===== src/rtl/pipeline_result_buffer.sv =====
// Result buffer behind a fixed-latency datapath: valid shift register, FWFT FIFO, credit-style src_ready.
// Optional STATS_EN macro builds the push counter and occupancy high-water mark.
module pipeline_result_buffer #(
  parameter int DATA_W   = 16,
  parameter int PIPE_LAT = 3,
  parameter int DEPTH    = 8,
  parameter int AW       = $clog2(DEPTH)
) (
  input  logic              clk,
  input  logic              rst_n,
  input  logic              src_valid,
  output logic              src_ready,
  input  logic [DATA_W-1:0] dp_data,
  input  logic              flush,
  output logic              m_valid,
  output logic [DATA_W-1:0] m_data,
  input  logic              m_ready,
  output logic [AW:0]       count,
  output logic              overflow,
  output logic [15:0]       stat_words,
  output logic [AW:0]       stat_hwm
);

  localparam logic [AW:0] FULL = (AW+1)'(DEPTH);

  logic [PIPE_LAT-1:0] vld_sr;
  logic [DATA_W-1:0]   mem [DEPTH];
  logic [AW-1:0]       wr_ptr, rd_ptr;
  logic [AW:0]         inflight, count_nxt;
  logic                dp_valid, push, pop;

  assign dp_valid = vld_sr[PIPE_LAT-1];
  assign m_valid  = (count != '0);
  assign m_data   = m_valid ? mem[rd_ptr] : '0;
  assign pop      = m_valid & m_ready;
  assign push     = dp_valid & ((count != FULL) | pop);

  always_comb begin
    inflight = '0;
    for (int i = 0; i < PIPE_LAT; i++) inflight = inflight + (AW+1)'(vld_sr[i]);
  end

  // Credit counts words already in the datapath; a same-cycle pop is not credited.
  assign src_ready = ({1'b0, count} + {1'b0, inflight}) < {1'b0, FULL};

  always_comb begin
    count_nxt = count;
    if (flush) count_nxt = '0;
    else begin
      case ({push, pop})
        2'b10:   count_nxt = count + 1'b1;
        2'b01:   count_nxt = count - 1'b1;
        default: count_nxt = count;
      endcase
    end
  end

  always_ff @(posedge clk or negedge rst_n) begin
    if (!rst_n) begin
      vld_sr   <= '0;
      wr_ptr   <= '0;
      rd_ptr   <= '0;
      count    <= '0;
      overflow <= 1'b0;
    end else if (flush) begin
      vld_sr   <= '0;
      wr_ptr   <= '0;
      rd_ptr   <= '0;
      count    <= '0;
      overflow <= 1'b0;
    end else begin
      vld_sr[0] <= src_valid;
      for (int i = 1; i < PIPE_LAT; i++) vld_sr[i] <= vld_sr[i-1];
      if (push) wr_ptr <= wr_ptr + 1'b1;
      if (pop)  rd_ptr <= rd_ptr + 1'b1;
      count <= count_nxt;
      if (dp_valid && !push) overflow <= 1'b1;
    end
  end

  always_ff @(posedge clk) begin
    if (push && !flush) mem[wr_ptr] <= dp_data;
  end

`ifdef STATS_EN
  always_ff @(posedge clk or negedge rst_n) begin
    if (!rst_n) begin
      stat_words <= '0;
      stat_hwm   <= '0;
    end else if (flush) begin
      stat_words <= '0;
      stat_hwm   <= '0;
    end else begin
      if (push && stat_words != 16'hFFFF) stat_words <= stat_words + 1'b1;
      if (count_nxt > stat_hwm) stat_hwm <= count_nxt;
    end
  end
`else
  assign stat_words = '0;
  assign stat_hwm   = '0;
`endif

endmodule


===== config.mk =====
export PLATFORM = sky130hd
export DESIGN_NAME = pipeline_result_buffer
export DESIGN_NICKNAME = d
export VERILOG_FILES = /design/src/rtl/pipeline_result_buffer.sv
export SDC_FILE = /design/constraint.sdc
export NUM_CORES = 1
export LEC_CHECK = 0
export CORE_MARGIN = 1.5
export CORE_UTILIZATION = 55
export DETAILED_ROUTE_END_ITERATION = 12
export PLACE_DENSITY = 0.88
export SETUP_SLACK_MARGIN = 0.02
export SYNTH_ARGS = -nofsm -noshare
export SYNTH_HDL_FRONTEND = slang
export SYNTH_SLANG_ARGS = --single-unit

===== constraint.sdc =====
create_clock -name clk -period 4.2 [get_ports clk]
set_clock_uncertainty 0.2 [all_clocks]
set_input_delay 0.84 -clock clk [delete_from_list [all_inputs] [get_ports clk]]
set_output_delay 0.84 -clock clk [all_outputs]
set_load 0.01 [all_outputs]

Word level (Yosys, flattened, before mapping)
Memories as Yosys holds them, arrays and structs flattened.
Index checks and enable logic that the tools add are counted.
Widths: inputs -> output; s select.
Word-level totals
  register bits after elaboration: 14
  memory bits (writable): 128
  input port bits: 21
  output and inout bits: 43
  logic and storage cells: 41
  memories: 1
Memory list
  mem: words 8, width 16, rd ports 1, clocked after memory_dff 0, write ports 1, RTL line 27  | logic [DATA_W-1:0] mem [DEPTH];
Operators by class
  add/sub/neg operators: 7
  $lt $le $gt $ge: 1
  eq/ne operators: 3
  muxes and demuxes: 12
  bitwise operators: 3
  reduce and logical (&&, ||, !) cells: 9
Operators by type and width (number)
  $mux 16: 1
  $mux 3: 5
  $pmux 4 s2: 1
  $add 3x1->3 const B: 2
  $reduce_bool 2->1: 3
  $add 4x3->5: 1
  $lt 5x4->1 const B: 1
  $add 4x1->4 const B: 1
  $mux 1: 4
  $mux 4: 1
  $ne 4x4->1 const B: 1
  $reduce_bool 4->1: 1
  $sub 4x1->4 const B: 1
  $add 2x1->3: 1
  $reduce_bool 3->1: 1
  $add 1x1->2: 1
  $and 1x1->1: 2
  $eq 2x1->1 const B: 1
  $eq 2x2->1 const B: 1
  $logic_and 1x1->1: 2
  $logic_not 1->1: 2
  $or 1x1->1: 1

Logic depth before layout (Yosys ltp)
  word-level depth: 8
  gate-level depth with buffers: 7
  gate-level depth less buffers: 7

Least setup slack after synthesis
Ideal clock, no wire load.
  path type: input to register
  start point: in m_ready
  end point: mem mem[4][0], enable pin
  setup time: 430 ps
  arrival: 2934 ps
  required time: 3570 ps
  path slack: 635 ps
  stages on the path: 4
  buffers on the path: 0
  cells stage by stage: nand2b_1 -> o21ai_2 -> or2_1 -> nor4_1
Between the ends
  word-level cells in the longest chain between the ends: 6
Ends and longest elaborated chain
  start, declared: RTL line 17  | input logic m_ready,
  $and 1x1->1: RTL line 35  | assign pop = m_valid & m_ready;
  $or 1x1->1: RTL line 36  | assign push = dp_valid & ((count != FULL) | pop);
  $and 1x1->1: RTL line 36
  $logic_and 1x1->1: RTL line 82  | if (push && !flush) mem[wr_ptr] <= dp_data;
  $mux 1: RTL line 82
  $mux 1 (not written as such): RTL line 82
  end, declared: RTL line 27
Every way passes these cells.

Worst setup path in the final report
  start point: reg rd_ptr[0]
  end point: out m_data[10]
Between the ends
  word-level cells in the longest chain between the ends: 2
Ends and longest elaborated chain
  start, declared: RTL line 28  | logic [AW-1:0] wr_ptr, rd_ptr;
  start signal, assigned: RTL line 75  | if (pop) rd_ptr <= rd_ptr + 1'b1;
  $mem_v2 8x16
  $mux 16: RTL line 34  | assign m_data = m_valid ? mem[rd_ptr] : '0;
  end, declared: RTL line 16  | output logic [DATA_W-1:0] m_data,
Every way passes these cells.

==> tab_implementation.tex <==
\begin{tabular}{lr}
\hline
Metric & Value \\
\hline
\multicolumn{2}{l}{\textbf{Outcome}} \\
Status & complete, no violations \\
\multicolumn{2}{l}{\textbf{Place}} \\
Count of input and output buffers & 43 \\
Weighted congestion reported at the end of routability-driven placement & 0.808 \\
Worst setup slack before clock tree synthesis & 732 ps \\
Cell count after placement & 495 \\
Total half-perimeter wirelength after legalization and detailed placement & about 6700 um \\
\multicolumn{2}{l}{\textbf{Power and ir drop}} \\
P per Cell Area & 542 nW/um2 \\
LEAKAGE & 2.35 nW \\
Worst VDD drop & 0.364 mV \\
\multicolumn{2}{l}{\textbf{Drt}} \\
Overall via count from detail\_route & 3041 \\
1st-pass router iterations & 4 \\
ANT nets after route & 0 \\
Initial detailed-routing violation count & 265 \\
Average routed wire per standard cell & 22.0 um \\
Drt total wl & 11600 um \\
Number of vias per cell & slightly below 6 \\
Number of remaining DRC errors & 0 \\
\multicolumn{2}{l}{\textbf{Setup path}} \\
Crit path largest cell delay & 680 ps \\
Data required time of the critical path & 3160 ps \\
Type of destination of the critical path & output pin \\
Critical path type & register to output pin \\
List of cells traversed by the critical path & buf\_12 > buf\_4 > mux4\_2 > mux2i\_1 > nor2\_1 > clkdlybuf4s50\_1 \\
Critical path startpoint category & register \\
Maximum net fanout on the critical path & 19 \\
Critical path arrival & 2930 ps \\
Slowest cell on the critical path & dfrtp\_2 \\
\multicolumn{2}{l}{\textbf{Timing}} \\
Worst hold slack & 318 ps \\
Number of endpoints with negative hold slack in the final report & 0 \\
Final setup vio count & 0 \\
Maximum clock frequency & 0.252 GHz \\
Worst Max-Slew Pin Slew & 685 ps \\
Max Slew Vio Count & 0 \\
Max transition margin & around 54\% \\
Fraction of the cycle the final worst path needs & 94.6\% \\
Final worst path period need & 3970 ps \\
Post-Route Setup TNS & 0 ps \\
Minimum setup slack in the final design & $\sim$230 ps \\
RSZ-0062 raised after global routing & false \\
\multicolumn{2}{l}{\textbf{Clock tree}} \\
Clock Tree Buf Depth & 2 \\
Clock-pin slew on the worst setup and hold paths & 60 ps \\
H-tree levels & 4 \\
CTS buffer count & 17 \\
Clock Sink Count & between 100 and 150 \\
Clock insertion delay at the later pin of the skew report & approximately 520 ps \\
Count of hold-fix buffers inserted at cts & 0 \\
TritonCTS clock tree & built \\
Root buf cell & clkbuf\_8 \\
Resized cells post-CTS & 0 \\
Post-CTS Repair Setup Buffers & 0 \\
\multicolumn{2}{l}{\textbf{Floorplan}} \\
Cell row count & 37 \\
Area enclosed by the die boundary & 11400 um2 \\
Core outline area & 10400 um2 \\
Boundary pin count & 64 \\
Die span in x & 107 um \\
Vertical die dimension & 107 um \\
Effective utilization at floorplan & 57.1\% \\
\multicolumn{2}{l}{\textbf{Layout}} \\
Layout cells sized above 1 & 22.3\% \\
Number of nets at the end of the flow & 406 \\
Synth-to-Final Area Change & 19.4\% \\
Commonest cells after routing, fill and taps aside & edfxtp\_1, clkdlybuf4s50\_1, mux4\_2, nor2\_1, conb\_1 \\
Count of inserted antenna diode cells & 0 \\
Final Non-Filler Cells & around 530 \\
Most common cell after layout, fill and taps aside & edfxtp\_1 \\
\multicolumn{2}{l}{\textbf{Yosys}} \\
Count of flip-flops with a built-in enable after synthesis & $\sim$130 \\
Number of warnings issued by yosys & 0 \\
Gate count of the mapped netlist & approximately 320 \\
Synthesized flop and latch total & between 100 and 150 \\
Primary flip-flop cell chosen by synthesis mapping & edfxtp\_1 \\
Summed instance area of the synthesized netlist & 5920 um2 \\
Average cell area after synthesis & 18.7 um2 \\
Number of different library cells in the post-synthesis netlist & 40 \\
Asr flop ratio synth & approximately 10\% \\
Sequential share of the synthesized area & 70.9\% \\
\multicolumn{2}{l}{\textbf{Global routing}} \\
Total GRT Usage & 22.6\% \\
First-pass GRT wire length & 18000 um \\
Number of antenna violations at the first check in global routing & 0 \\
Maximum number of pins on one net before global-route repair & 35 \\
Remaining Overflow, GRT & 0 \\
Number of global-route vias before repair & $\sim$3200 \\
\multicolumn{2}{l}{\textbf{Hold path}} \\
Class of the tightest hold or removal check & register to register \\
\multicolumn{2}{l}{\textbf{Run}} \\
Reported max-cap violation count & 0 \\
\hline
\end{tabular}
final timing paths:
path	start	to	slack, ps	depth (start not counted)
setup / recovery	rd_ptr[0]	m_data[10]	230	6
hold / removal	vld_sr[1]	vld_sr[2]	320	1
setup reg to reg	count[0]	count[3]	1160	8
hold reg to reg	vld_sr[1]	vld_sr[2]	320	1
max in group asynchronous	rst_n	rd_ptr[0]	2820	1
min in group asynchronous	rst_n	count[3]	520	1
cell families (layout without fill, tap and decap cells):
family | Yosys count | in the layout | share of synthesized area (%)
other | 1 | 20 | 0.0634
adders and majority gates | 7 | 7 | 1.73
buffers and inverters | 37 | 92 | 3.89
muxes | 52 | 52 | 15.7
AOI/OAI and AO/OA | 14 | 14 | 2.01
and+or+nand+nor | 58 | 58 | 4.95
xor gates and xnor gates | 5 | 5 | 0.740
DFF | 142 | 142 | 70.9
flip-flops by register name, summed over array words and instances, names as in the netlist:
register / cells
count: 4
rd_ptr: 3
wr_ptr: 3
overflow: 1
mem: 128
vld_sr: 3
cells in the mapped netlist, types with 2 or more instances:
cell type / n / share of area [%]
nand2_1: 4 / 0.25
buf_4: 23 / 2.9
mux4_2: 32 / 12
inv_1: 3 / 0.19
a31oi_1: 2 / 0.21
mux2i_1: 18 / 3.0
fa_1: 2 / 0.68
nor2b_1: 5 / 0.53
nor2_1: 28 / 1.8
ha_1: 5 / 1.1
dfrtp_1: 14 / 5.9
edfxtp_1: 128 / 65
nand2b_1: 4 / 0.42
clkbuf_1: 8 / 0.51
buf_2: 2 / 0.17
xor2_1: 3 / 0.44
mux2_4: 2 / 0.51
a21oi_1: 3 / 0.25
nand3_1: 4 / 0.34
nor3_1: 5 / 0.42
xnor2_1: 2 / 0.30
layer usage:
metal | share of wire, % | routed length, um | global-route usage, %
met5 | 0 | 0 | 0
met2 | 53 | 6110 | 37.0
met4 | 1.7 | 195 | 11.6
met3 | 7.4 | 859 | 5.11
met1 | 38 | 4400 | 28.5
power by group:
part           internal [mW]  switching, mW
Combinational          0.445          0.394
Sequential              1.56         0.0623
Clock                  0.834          0.538
cell type report:
class	count	area [um2]
sequential	142	4200
clock buffer	19	422
clock inverter	12	123
multi-input combinational	156	1590
inverter	4	17.5
tap	136	170
fill	644	3300
timing repair buffer	57	548
metrics by stage:
stage          utilization (%)  instance area, um2  power [mW]
5_1_grt                   68.1                7070        3.97
4_1_cts                   68.1                7070        3.86
2_1_floorplan                -                5990        2.16
6_report                  68.1                7070        3.83
3_5_place_dp              62.9                6520        2.48
3_3_place_gp              62.9                6520        2.46
worst max-delay path, delay by kind of cell (launching register included):
family,cells,cell delay (ps)
flops,1,680
mux,2,710
buf+inv,3,930
simple gates,1,80
No activity file was read; power rests on OpenSTA's default activity.
